## config.mk

```make
export PLATFORM = sky130hd
export DESIGN_NAME = fifo_rd_ctrl_flat
export DESIGN_NICKNAME = d
export VERILOG_FILES = /design/src/rtl/fifo_rd_ctrl_if.sv /design/src/rtl/fifo_rd_ctrl.sv /design/src/flat_wrapper.sv
export SDC_FILE = /design/constraint.sdc
export NUM_CORES = 1
export LEC_CHECK = 0
export BUFFER_PORTS_ARGS = -buffer_cell sky130_fd_sc_hd__buf_2
export CAP_MARGIN = 20
export CORE_ASPECT_RATIO = 1.5
export CORE_MARGIN = 2
export CORE_UTILIZATION = 45
export CTS_CLUSTER_DIAMETER = 50
export DETAILED_ROUTE_END_ITERATION = 16
export GPL_TIMING_DRIVEN = 1
export HOLD_SLACK_MARGIN = 0.05
export PLACE_DENSITY_LB_ADDON = 0.3
export SYNTH_ARGS = -nofsm -noshare
export SYNTH_HDL_FRONTEND = slang
export SYNTH_SLANG_ARGS = --single-unit
```

## constraint.sdc

```tcl
create_clock -name clk -period 4.4 [get_ports clk]
set_input_delay 0.88 -clock clk [delete_from_list [all_inputs] [get_ports clk]]
set_output_delay 0.88 -clock clk [all_outputs]
set_load 0.02 [all_outputs]
```

## src/rtl/fifo_rd_ctrl_if.sv

```systemverilog
// Read-side bundle of an async FIFO: pop request, storage port, pointers and status.
// Latency: none, wires only.
// Backpressure: rempty/rvalid tell the consumer when rinc will be honoured.
interface fifo_rd_ctrl_if #(
  parameter int ADDR_W = 4,
  parameter int DATA_W = 8
);

  // consumer / write domain / storage side
  logic              rinc;
  logic [ADDR_W:0]   wptr_gray;
  logic [DATA_W-1:0] mem_rdata;

  // controller side
  logic [ADDR_W-1:0] raddr;
  logic [ADDR_W:0]   rptr_gray;
  logic [DATA_W-1:0] rdata;
  logic              rvalid;
  logic              rempty;
  logic              raempty;
  logic [ADDR_W:0]   rcount;
  logic              runderflow;

  // environment: consumer, write-domain pointer and storage read port
  modport master (
    output rinc, wptr_gray, mem_rdata,
    input  raddr, rptr_gray, rdata, rvalid, rempty, raempty, rcount, runderflow
  );

  // read controller
  modport slave (
    input  rinc, wptr_gray, mem_rdata,
    output raddr, rptr_gray, rdata, rvalid, rempty, raempty, rcount, runderflow
  );

endinterface

```

## src/rtl/fifo_rd_ctrl.sv

```systemverilog
// Read-domain controller of an async FIFO: syncs the Gray write pointer, pops storage, flags.
// Latency: data 1 cycle after accepted rinc (or after rempty falls with FIFO_RD_FWFT_EN); flags SYNC_STAGES+1 after a write.
// Backpressure: pops only when data is held; a refused rinc sets the sticky runderflow flag.
// Optional: define FIFO_RD_FWFT_EN for first-word-fall-through output staging.
module fifo_rd_ctrl #(
  parameter int ADDR_W      = 4,
  parameter int DATA_W      = 8,
  parameter int SYNC_STAGES = 2,   // 2..4
  parameter int AEMPTY_TH   = 2
) (
  input  logic          clk,
  input  logic          rst,       // asynchronous, active-low
  fifo_rd_ctrl_if.slave rd
);

  localparam int PW    = ADDR_W + 1;
  localparam int DEPTH = 2 ** ADDR_W;
  // A threshold beyond the depth would make raempty permanently set anyway.
  localparam int AE_CLAMP = (AEMPTY_TH > DEPTH) ? DEPTH : AEMPTY_TH;
  localparam logic [PW-1:0] AE_TH = PW'(AE_CLAMP);

  // Gray helpers for the cross-domain pointers.
  function automatic logic [PW-1:0] bin2gray(input logic [PW-1:0] b);
    return b ^ (b >> 1);
  endfunction

  function automatic logic [PW-1:0] gray2bin(input logic [PW-1:0] g);
    logic [PW-1:0] b;
    b[PW-1] = g[PW-1];
    for (int i = PW - 2; i >= 0; i--) begin
      b[i] = b[i+1] ^ g[i];
    end
    return b;
  endfunction

  logic [PW-1:0]     sync_q [SYNC_STAGES];
  logic [PW-1:0]     wq_gray;
  logic [PW-1:0]     wq_bin;

  logic [PW-1:0]     rbin_q,       rbin_d;
  logic [PW-1:0]     rptr_gray_q,  rptr_gray_d;
  logic [PW-1:0]     rcount_q,     rcount_d;
  logic [DATA_W-1:0] rdata_q,      rdata_d;
  logic              rvalid_q,     rvalid_d;
  logic              rempty_q,     rempty_d;
  logic              raempty_q,    raempty_d;
  logic              runderflow_q, runderflow_d;

  logic              pop_acc;      // storage entry consumed on this edge
  logic              uf_evt;       // rinc that could not be honoured

  // Write-pointer synchronizer; only the last stage is ever looked at.
  always_ff @(posedge clk or negedge rst) begin
    if (!rst) begin
      for (int i = 0; i < SYNC_STAGES; i++) begin
        sync_q[i] <= '0;
      end
    end else begin
      sync_q[0] <= rd.wptr_gray;
      for (int i = 1; i < SYNC_STAGES; i++) begin
        sync_q[i] <= sync_q[i-1];
      end
    end
  end

  assign wq_gray = sync_q[SYNC_STAGES-1];
  assign wq_bin  = gray2bin(wq_gray);

  // Pop decision and output-stage next state; the two modes differ only here.
  always_comb begin
    pop_acc  = 1'b0;
    uf_evt   = 1'b0;
    rdata_d  = rdata_q;
    rvalid_d = rvalid_q;
`ifdef FIFO_RD_FWFT_EN
    // Refill the single output register whenever it is vacant or being
    // consumed this cycle, as long as storage still holds an entry.
    pop_acc = !rempty_q && (!rvalid_q || rd.rinc);
    uf_evt  = rd.rinc && !rvalid_q;
    if (pop_acc) begin
      rdata_d  = rd.mem_rdata;
      rvalid_d = 1'b1;
    end else if (rd.rinc && rvalid_q) begin
      rvalid_d = 1'b0;
    end
`else
    // rvalid is a one-cycle strobe that follows each accepted rinc.
    pop_acc  = rd.rinc && !rempty_q;
    uf_evt   = rd.rinc && !pop_acc;
    rvalid_d = pop_acc;
    if (pop_acc) begin
      rdata_d = rd.mem_rdata;
    end
`endif
  end

  // Pointer and flag next state, all derived from the post-pop pointer so
  // empty/count reflect this edge's pop with no extra lag.
  always_comb begin
    rbin_d       = rbin_q + PW'(pop_acc);
    rptr_gray_d  = bin2gray(rbin_d);
    rempty_d     = (rptr_gray_d == wq_gray);
    rcount_d     = wq_bin - rbin_d;
    raempty_d    = (rcount_d <= AE_TH);
    runderflow_d = runderflow_q | uf_evt;
  end

  // Read-domain state registers.
  always_ff @(posedge clk or negedge rst) begin
    if (!rst) begin
      rbin_q       <= '0;
      rptr_gray_q  <= '0;
      rcount_q     <= '0;
      rdata_q      <= '0;
      rvalid_q     <= 1'b0;
      rempty_q     <= 1'b1;
      raempty_q    <= 1'b1;
      runderflow_q <= 1'b0;
    end else begin
      rbin_q       <= rbin_d;
      rptr_gray_q  <= rptr_gray_d;
      rcount_q     <= rcount_d;
      rdata_q      <= rdata_d;
      rvalid_q     <= rvalid_d;
      rempty_q     <= rempty_d;
      raempty_q    <= raempty_d;
      runderflow_q <= runderflow_d;
    end
  end

  // Storage address comes straight off the pointer register, so the
  // combinational mem_rdata already shows the head entry.
  assign rd.raddr      = rbin_q[ADDR_W-1:0];
  assign rd.rptr_gray  = rptr_gray_q;
  assign rd.rdata      = rdata_q;
  assign rd.rvalid     = rvalid_q;
  assign rd.rempty     = rempty_q;
  assign rd.raempty    = raempty_q;
  assign rd.rcount     = rcount_q;
  assign rd.runderflow = runderflow_q;

endmodule

```

## src/flat_wrapper.sv

```systemverilog
// flat-port wrapper written by rule: the top's interface ports become plain ports
module fifo_rd_ctrl_flat 
#(
  parameter int ADDR_W      = 4,
  parameter int DATA_W      = 8,
  parameter int SYNC_STAGES = 2,          
  parameter int AEMPTY_TH   = 2
)
  (clk, rst, rd_rinc, rd_wptr_gray, rd_mem_rdata, rd_raddr, rd_rptr_gray, rd_rdata, rd_rvalid, rd_rempty, rd_raempty, rd_rcount, rd_runderflow);
  fifo_rd_ctrl_if #(.ADDR_W(ADDR_W), .DATA_W(DATA_W)) rd_i ();
  input  logic clk;
  input  logic rst;
  input wire logic [$bits(rd_i.rinc)-1:0] rd_rinc;
  input wire logic [$bits(rd_i.wptr_gray)-1:0] rd_wptr_gray;
  input wire logic [$bits(rd_i.mem_rdata)-1:0] rd_mem_rdata;
  output wire logic [$bits(rd_i.raddr)-1:0] rd_raddr;
  output wire logic [$bits(rd_i.rptr_gray)-1:0] rd_rptr_gray;
  output wire logic [$bits(rd_i.rdata)-1:0] rd_rdata;
  output wire logic [$bits(rd_i.rvalid)-1:0] rd_rvalid;
  output wire logic [$bits(rd_i.rempty)-1:0] rd_rempty;
  output wire logic [$bits(rd_i.raempty)-1:0] rd_raempty;
  output wire logic [$bits(rd_i.rcount)-1:0] rd_rcount;
  output wire logic [$bits(rd_i.runderflow)-1:0] rd_runderflow;
  assign rd_i.rinc = rd_rinc;
  assign rd_i.wptr_gray = rd_wptr_gray;
  assign rd_i.mem_rdata = rd_mem_rdata;
  assign rd_raddr = rd_i.raddr;
  assign rd_rptr_gray = rd_i.rptr_gray;
  assign rd_rdata = rd_i.rdata;
  assign rd_rvalid = rd_i.rvalid;
  assign rd_rempty = rd_i.rempty;
  assign rd_raempty = rd_i.raempty;
  assign rd_rcount = rd_i.rcount;
  assign rd_runderflow = rd_i.runderflow;
  fifo_rd_ctrl #(.ADDR_W(ADDR_W), .DATA_W(DATA_W), .SYNC_STAGES(SYNC_STAGES), .AEMPTY_TH(AEMPTY_TH)) u_core (.clk(clk), .rst(rst), .rd(rd_i));
endmodule
```

==> metrics.cfg, run 1 <==
[outcome]
status=complete, no violations

[placement]
port_buffers=41
dp_hpwl_mm=1.93
gp_congestion=0.862

[grt]
use_met1=0.167
grt_pass1_vias=936
grt_max_degree=37
grt-ovfl-total=0
busiest_layer=met2
antenna_found_initial=0
use_met3=0.0595
track_usage=0.161
grt_pass1_wl_mm=4.22
met2_usage=0.257

[synth]
ys_ff_latch=36
yosysUniqueCellTypes=29
synth_cells=102
synth_edf_count=0
yosysSeqAreaShare=0.603
yosys.area.top_type=dfrtp_1
yosys-top-cells-area=dfrtp_1 (57%), xnor2_1 (7.0%), mux2_2 (6.0%), ha_1 (5.0%), xor2_1 (4.7%)
syn_area_um2=1500
synthDominantCellAreaShare=0.568
synth_most_common_cell=dfrtp_1
synth_top_flop_cell=dfrtp_1
ys_top_cells_by_count=dfrtp_1 (34), xnor2_1 (12), mux2_2 (8), xor2_1 (8)
syn_nets=125
syn_avg_cell_area_um2=14.7
ys_async_sr_fraction=1.00
synth-warning-count=0

[hold_path]
hold_class=flop to flop
hold-path-cell-count=0
holdCritStartpoint=u_core.sync_q[8]
hold_end=u_core.wq_gray[3]

[drt]
drc=0
drt_wl_total_mm=2.54
wl_per_cell_um=13.5
drt-pass1-iter-count=4
ant_nets=0
drt_iter0_markers=8
viasPerCell=4.79
vias=900

[timing]
period_share=0.706
tns_ns=0
worst_pin_slew_ns=0.748
grt_setup_unrepaired=no
finalSetupViolations=0
finalHoldViolations=0
relSlewSlack=0.501
finClkSkew_ns=0.00565
holdWs_ns=0.342
drv_slew=0
fin_crit_ns=3.11
max_freq_ghz=0.322

[clock_network]
clkLatencyLatePin_ns=0.29
cts_num_sinks=36
cts_hold_buf=0
h-tree-depth=2
cts_inserted_buffers=5
clk_pin_slew_ns=0.07
cts-root-buf=clkbuf_8
cts-resized-gates=0
clk_path_buf_depth=2
post_cts_buffers=0
cts_tree=built

[power]
leakage_uw=0.000885
p_int_uw=874
switching_share=0.403
power.share.clock=0.161
combinationalPowerShare=0.489
p_per_area_nw_per_um2=804
total_power_uw=1460
p_sw_uw=590
peakVddDrop_mv=0.365
p_seq_frac=0.350

[worst_setup_path]
crit_type=input pin to flop
reg2reg_to=u_core.rd.raempty
cpMostUsedCell=ha_1
crit_fanout=9
cpMaxStageDelayCell=xor2_1
cp_slowest_stage_delay_ns=0.35
r2r.worst_path.cells=10
worstPathRequired_ns=4.58
crit_chain=buf_2 -> nand2b_1 -> inv_1 -> ha_1 -> nand3_1 -> xor2_1 -> ha_1 -> a21o_1 -> a31oi_1 -> xnor2_1 -> a2111oi_2
r2r_setup_slack_ns=1.39
r2r_start=u_core.rd.rempty
critPathLaunchType=input pin
end_kind=flop
crit_arrival_ns=3.29

[floorplan]
die_area_um2=3820
top_level_ports=42
coreArea_um2=3160
fp.dieH_um=74.7
start_util=0.474
die_w_um=51.1
num_rows=25

[layout]
drive_gt1_frac=0.412
antenna_cells=0
area_delta_synth_final_pct=21.5
finalNetCount=170

[job]
drv_cap=0

==> state kept, by name, indices dropped and copies added (netlist names) <==
register	cells
u_core.rbin_q	5
u_core.rd.raempty	1
u_core.rd.rcount	5
u_core.rd.rdata	8
u_core.rd.rempty	1
u_core.rd.rptr_gray	4
u_core.rd.runderflow	1
u_core.rd.rvalid	1
u_core.sync_q	5
u_core.wq_gray	5
==> cells by family (layout without fill, tap and decap cells) <==
group / after synthesis / after routing / synth area share
compound gates: 9 / 9 / 0.0476
buf+inv: 9 / 55 / 0.0300
flops: 36 / 36 / 0.603
xor+xnor: 22 / 22 / 0.149
mux: 9 / 9 / 0.0668
simple gates: 10 / 10 / 0.0409
fa+ha+maj: 7 / 7 / 0.0634
==> placed cells by master, fill, tap and decap left out, drive strengths merged, types with 2 or more instances in the layout <==
master / count
buf: 41
inv: 6
nand2b: 2
dfrtp: 34
xor2: 8
clkbuf: 8
a21o: 3
and2: 2
mux2: 8
ha: 6
xnor2: 12
dfstp: 2
==> layer usage <==
metal  share of wire  up-vias
met4           0.050        0
met1            0.38      419
li1                -      426
met3           0.064       12
met5               0        -
met2            0.51       43
==> cell type report <==
| class | count | area (µm²) |
|---|---|---|
| fillers | 275 | 1340 |
| inverters | 6 | 22.5 |
| clock buffers | 8 | 90.1 |
| multi-input cells | 57 | 551 |
| well taps | 40 | 50.0 |
| repair buffers | 41 | 205 |
| flip-flops and latches | 36 | 903 |
==> power by group through the flow <==
stage,sequential (µW),clock [µW],combinational [µW]
after floorplan,629,0,427
after global placement,512,0,714
after detailed placement,517,0,730
after CTS,513,245,732
after global routing,524,256,798
final,512,236,716
==> stage by stage <==
stage | worst slack (ns) | cells | util | area [µm²]
finish | 1.29 | 188 | 0.577 | 1820
global route | 1.04 | 188 | 0.577 | 1820
CTS | 1.26 | 188 | 0.577 | 1820
detailed placement | 0.948 | 180 | 0.548 | 1730
global placement | 1.06 | 180 | 0.548 | 1730
floorplan | 1.21 | 102 | - | 1500
==> how the worst max path moves through the flow <==
stage                 start           endpoint  cells past startpoint
floorplan           rd_rinc  u_core.rd.raempty                     11
global placement    rd_rinc  u_core.rd.raempty                     11
detailed placement  rd_rinc  u_core.rd.raempty                     11
CTS                 rd_rinc  u_core.rd.raempty                     11
global route        rd_rinc  u_core.rd.raempty                     11
finish              rd_rinc  u_core.rd.raempty                     11
==> critical path: cells and delay by family <==
| kind | cells | cell delay, ns |
|---|---|---|
| compound gates | 3 | 0.68 |
| xor+xnor | 2 | 0.47 |
| fa+ha+maj | 2 | 0.61 |
| buf+inv | 2 | 0.24 |
| simple gates | 2 | 0.40 |
Power figures use the tool's default switching activity.
==> inputs of run 2 (changes only) <==
==> constraint.sdc (replaced) <==
create_clock -name clk -period 2.6 [get_ports clk]
set_input_delay 0.52 -clock clk [delete_from_list [all_inputs] [get_ports clk]]
set_output_delay 0.52 -clock clk [all_outputs]
set_load 0.02 [all_outputs]
==> metrics.cfg, run 2 (synthesis results as in run 1) <==
[outcome]
status=complete, no violations

[hold_path]
hold_class=input pin to async pin

[timing]
fin_crit_ns=2.46
grt_setup_unrepaired=no
tns_ns=0  ; unchanged
max_freq_ghz=0.407
finalSetupViolations=0  ; unchanged
drv_slew=0  ; unchanged
period_share=0.945
relSlewSlack=0.504  ; +0.00245
finClkSkew_ns=0.00642  ; +0.000766 ns
worst_pin_slew_ns=0.745  ; -0.00368 ns
finalHoldViolations=0  ; unchanged
holdWs_ns=0.294  ; -0.0473 ns

[clock_network]
cts_tree=built
clk_path_buf_depth=2  ; unchanged
clkLatencyLatePin_ns=0.29  ; about the same
h-tree-depth=2  ; unchanged
cts-root-buf=clkbuf_8
cts_inserted_buffers=5  ; unchanged
clk_pin_slew_ns=0.07  ; about the same
cts_num_sinks=36  ; unchanged

[floorplan]
fp.dieH_um=74.7  ; unchanged
start_util=0.474  ; unchanged
die_area_um2=3820  ; unchanged
top_level_ports=42  ; unchanged
coreArea_um2=3160  ; unchanged
die_w_um=51.1  ; unchanged
num_rows=25  ; unchanged

[worst_setup_path]
worst-path-buf-inv=1  ; -1
crit_fanout=3  ; -6
r2r_start=u_core.wq_gray[4]
cp-startpoint=u_core.wq_gray[4]
worstPathRequired_ns=2.79  ; -1.79 ns
end_kind=flop
crit_arrival_ns=2.65  ; -0.64 ns
critPathLaunchType=flop
critical-path-top-delay-family=XOR/XNOR gates
r2r.worst_path.cells=9  ; -1
cpMaxStageDelayCell=xor3_2
r2r_setup_slack_ns=0.14  ; -1.25 ns
crit_path_end=u_core.rd.raempty
crit_chain=xor3_2 -> xor2_4 -> xnor2_2 -> ha_1 -> inv_1 -> fa_2 -> a31oi_1 -> xnor2_1 -> a2111oi_2
crit_type=flop to flop
reg2reg_to=u_core.rd.raempty
crit_cells=9  ; -2
cp_slowest_stage_delay_ns=0.48  ; +0.13 ns

[power]
p_seq_frac=0.321  ; -0.029
p_int_uw=1660  ; +90%
p_per_area_nw_per_um2=1370  ; +70%
total_power_uw=2710  ; +85%
power.share.clock=0.174  ; +0.013
p_sw_uw=1050  ; +78%
peakVddDrop_mv=0.780  ; +110%
leakage_uw=0.000954  ; +7.8%
combinationalPowerShare=0.505  ; +0.016
switching_share=0.386  ; -0.0165

[layout]
finalNonFillerCells=198  ; +5.3%
largest_register_ffs=8  ; unchanged
antenna_cells=0  ; unchanged
drive_gt1_frac=0.525  ; +0.113
mostFrequentLayoutCells=buf_2 (41), dfrtp_1 (33), xnor2_1 (10), buf_4 (10), mux2_2 (8)
finalNetCount=180  ; +5.9%
layout_commonest_cell=buf_2
area_delta_synth_final_pct=32.1
final_util=0.627  ; +0.0503

[placement]
dp_hpwl_mm=1.95  ; +0.85%
gp_congestion=0.786  ; -8.8%
dp.cells=185  ; +2.8%
port_buffers=41  ; unchanged

[drt]
drt_wl_total_mm=2.56  ; +0.91%
ant_nets=0  ; unchanged
wl_per_cell_um=12.9  ; -4.2%
drt_iter0_markers=14  ; +6
drt-pass1-iter-count=2  ; -2
drc=0  ; unchanged
viasPerCell=4.74  ; -1.0%
vias=938  ; +4.2%

[grt]
grt_pass1_wl_mm=3.89  ; -7.8%
grt_pass1_vias=903  ; -3.5%
track_usage=0.145  ; -0.0160
antenna_found_initial=0  ; unchanged
grt_max_degree=37  ; unchanged
grt-ovfl-total=0  ; unchanged

[job]
drv_cap=0  ; unchanged

run 2: cell types whose count changed in the layout (fill, tap and decap cells not counted), sizes merged:
cell,change
buf,+10
bufinv,+1
clkbuf,-3
clkinv,+1
clkinvlp,+1
run 2: worst min path at each step:
stage                                 from  cells after the start                 end
after floorplan                        rst                      0    u_core.rbin_q[0]
after global placement    u_core.sync_q[6]                      0   u_core.wq_gray[1]
after detailed placement  u_core.sync_q[5]                      0   u_core.wq_gray[0]
after CTS                              rst                      1  u_core.rd.rdata[4]
after global routing       rd_wptr_gray[4]                      1    u_core.sync_q[9]
final                                  rst                      1  u_core.rd.rdata[0]
run 2: metrics by stage:
step	cell area, µm²	worst slack (ns)
final	1980	0.142
after global routing	1980	0.0493
after CTS	1930	0.0593
after detailed placement	1800	-0.174
after global placement	1800	-0.0550
after floorplan	1540	0.00598
run 2: final cells by class:
cell class                      instances  area, µm²
Fill cell                             257       1180
Sequential cell                        36        905
Multi-Input combinational cell         57        612
Timing Repair Buffer                   51        280
Clock buffer                            5       68.8
Tap cell                               40       50.0
Clock inverter                          3       42.5
Inverter                                6       22.5
run 2: power groups by stage:
stage               combinational, µW  clock [µW]  sequential [µW]
floorplan                         747           0             1070
detailed placement               1300           0              877
CTS                              1330         488              868
finish                           1370         473              870
global route                     1480         514              891
global placement                 1280           0              871
run 2: what timing repair did:
action	in CTS	in global routing
resized for setup	2	3
cloned	0	0
setup endpoints to repair	1	1
buffers inserted	1	4
hold buffers	0	0
pin swaps	2	4
run 2: routing by layer:
| metal | track usage | vias to the layer above | part of all wire |
|---|---|---|---|
| met5 | 0 | - | 0 |
| met4 | 0.0901 | 0 | 0.028 |
| met3 | 0.0417 | 8 | 0.062 |
| met2 | 0.270 | 39 | 0.55 |
| met1 | 0.138 | 444 | 0.36 |
| li1 | - | 447 | - |
==> inputs of run 3 (changes only) <==
--- a/config.mk
+++ b/config.mk
@@ -5,6 +5,7 @@
 export SDC_FILE = /design/constraint.sdc
 export NUM_CORES = 1
 export LEC_CHECK = 0
+export ABC_AREA = 1
 export BUFFER_PORTS_ARGS = -buffer_cell sky130_fd_sc_hd__buf_2
 export CAP_MARGIN = 20
 export CORE_ASPECT_RATIO = 1.5
==> metrics.cfg, run 3 <==
[outcome]
status=complete, no violations

[floorplan]
top_level_ports=42  ; unchanged
start_util=0.473  ; -0.00193
coreArea_um2=3420  ; +8.1%
num_rows=26  ; +4.0%
fp.dieH_um=77.4  ; +3.6%
die_area_um2=4090  ; +7.2%
die_w_um=52.9  ; +3.5%

[synth]
ys_ff_latch=36  ; unchanged
synth_fa_ha_area_frac=0.0589  ; -0.00452
synth_top_flop_cell=dfrtp_1
ys_async_sr_fraction=1.00  ; unchanged
yosys-top-cells-area=dfrtp_1 (53%), nand2_1 (14%), nand3_1 (5.0%), inv_1 (4.9%), ha_1 (4.7%)
synth_most_common_cell=nand2_1
synthMuxAreaShare=0  ; -0.0668
yosys.area_share.simple=0.281  ; +0.240
synth_cells=176  ; +73%
synth_compound_area_frac=0.0163  ; -0.0313
syn_area_um2=1610  ; +7.7%
yosys.area.top_type=dfrtp_1
yosysUniqueCellTypes=21  ; -28%
synth_edf_count=0  ; unchanged
yosysSeqAreaShare=0.560  ; -0.0430
synth_top_family_by_area=simple AND/OR/NAND/NOR gates
ys_top_cells_by_count=nand2_1 (62), dfrtp_1 (34), inv_1 (21)
synthXorXnorAreaFrac=0.0264  ; -0.122
synthDominantCellAreaShare=0.527  ; -0.0405
syn_nets=199  ; +59%
synth-warning-count=0  ; unchanged
syn_avg_cell_area_um2=9.17  ; -38%

[clock_network]
cts_hold_buf=0  ; unchanged
cts_tree=built
h-tree-depth=2  ; unchanged
clkLatencyLatePin_ns=0.28  ; about the same
cts-root-buf=clkbuf_8
clk_path_buf_depth=2  ; unchanged
cts_num_sinks=36  ; unchanged
cts_inserted_buffers=5  ; unchanged
clk_pin_slew_ns=0.07  ; about the same

[timing]
max_freq_ghz=0.434  ; +6.7%
grt_setup_unrepaired=no
drv_slew=0  ; unchanged
tns_ns=0  ; unchanged
worst_pin_slew_ns=0.753  ; +0.00824 ns
relSlewSlack=0.498  ; -0.00549
finClkSkew_ns=0.00787  ; +0.00145 ns
fin_crit_ns=2.30  ; -0.154 ns
finalHoldViolations=0  ; unchanged
finalSetupViolations=0  ; unchanged
holdWs_ns=0.301  ; +0.00706 ns
period_share=0.886  ; -0.0591

[worst_setup_path]
crit_type=flop to flop
critPathLaunchType=flop
end_kind=flop
crit_arrival_ns=2.52  ; -0.13 ns
r2r_setup_slack_ns=0.30  ; +0.15 ns
r2r_start=u_core.wq_gray[4]
cp-startpoint=u_core.wq_gray[4]
worstPathRequired_ns=2.82  ; +0.03 ns
r2r.worst_path.cells=14  ; +5
reg2reg_to=u_core.rd.raempty
crit_fanout=4  ; +1
crit_path_end=u_core.rd.raempty

[grt]
use_met3=0.0404  ; -0.00128
grt-ovfl-total=0  ; unchanged
grt_pass1_vias=1217  ; +35%
antenna_found_initial=0  ; unchanged
use_met1=0.180  ; +0.0416
track_usage=0.166  ; +0.0210
met2_usage=0.295  ; +0.0252
grt_pass1_wl_mm=5.01  ; +29%
grt_max_degree=37  ; unchanged
busiest_layer=met2

[placement]
gp_congestion=0.848  ; +7.9%
dp_hpwl_mm=2.27  ; +16%
port_buffers=41  ; unchanged

[layout]
mostFrequentLayoutCells=nand2_1 (62), buf_2 (41), dfrtp_1 (34)
antenna_cells=0  ; unchanged
drive_gt1_frac=0.311  ; -0.214
largest_register_ffs=8  ; unchanged
area_delta_synth_final_pct=23.9
nFillCells=330  ; +28%
finalNetCount=250  ; +39%
layout_commonest_cell=nand2_1

[drt]
drt_wl_total_mm=2.88  ; +12%
drt_iter0_markers=12  ; -2
viasPerCell=4.56  ; -3.8%
vias=1230  ; +31%
drt-pass1-iter-count=4  ; +2
wl_per_cell_um=10.7  ; -18%
ant_nets=0  ; unchanged
drc=0  ; unchanged

[hold_path]
hold_class=input pin to async pin

[power]
p_per_area_nw_per_um2=1170  ; -15%
peakVddDrop_mv=0.597  ; -23%
leakage_uw=0.00113  ; +19%

[job]
drv_cap=0  ; unchanged

## run 3: cell types whose count changed in the layout (fill, tap and decap cells not counted), moves of 3 or more
cell / previous run / this run
mux2_2: 8 / 0
nor2_1: 1 / 8
buf_4: 10 / 4
nand2_1: 0 / 62
xor2_1: 6 / 3
nand3_1: 0 / 16
inv_1: 6 / 21
xnor2_1: 10 / 0
nand2_2: 0 / 10
## run 3: critical path: stages (launching register included)
cell and delay, ns:
dfrtp_1 0.42, inv_1 0.10, nand2_1 0.05, nand3_1 0.13, nand2_4 0.10, xor2_4 0.17
xor2_1 0.17, ha_1 0.20, inv_1 0.09, fa_2 0.45, inv_1 0.06, nor2_1 0.04
nor2_1 0.09, nand3_1 0.07, nor2_1 0.10
## run 3: area by class of cell
type,instances,area [µm²],share of cell area
Multi-Input combinational cell,117,636,0.318
Tap cell,42,52.6,0.0263
Clock buffer,8,90.1,0.0451
Sequential cell,36,903,0.452
Inverter,22,82.6,0.0413
Timing Repair Buffer,45,235,0.118
## run 3: repair_timing
item,in CTS,in global routing
setup endpoints to repair,0,2
gates resized for setup,0,3
setup buffers,0,3
## run 3: per-stage QoR
step,power [µW],util,instances,instance area [µm²],setup slack [ns]
2_1_floorplan,1640,-,176,1610,0.346
3_3_place_gp,1930,0.547,259,1870,0.277
3_5_place_dp,1950,0.547,259,1870,0.222
4_1_cts,2350,0.573,267,1960,0.200
5_1_grt,2540,0.585,270,2000,0.0175
6_report,2330,0.585,270,2000,0.296
## run 3: metal layers
| metal | up-vias | wire, µm |
|---|---|---|
| met3 | 6 | 136 |
| met1 | 552 | 1060 |
| met4 | 0 | 62 |
| li1 | 640 | - |
| met5 | - | 0 |
| met2 | 32 | 1620 |
## run 3: where the power goes
| group | switching, µW | internal, µW | total (µW) |
|---|---|---|---|
| sequential | 99.8 | 730 | 830 |
| combinational | 720 | 389 | 1110 |
| clock | 178 | 216 | 394 |
| total | 997 | 1330 | 2330 |
## run 3: worst min-delay path by stage
stage                           from             endpoint  cells past startpoint
CTS                              rst  u_core.rd.rcount[0]                      1
detailed placement  u_core.sync_q[8]    u_core.wq_gray[3]                      0
global placement    u_core.sync_q[9]    u_core.wq_gray[4]                      0
global route         rd_wptr_gray[3]     u_core.sync_q[8]                      1
floorplan                        rst     u_core.rbin_q[0]                      0
finish                           rst  u_core.rd.rcount[1]                      1
## run 3: kinds of logic after synthesis
logic type / Yosys count
simple gates: 102
flops: 36
buf+inv: 23
fa+ha+maj: 7
compound gates: 4
xor+xnor: 4
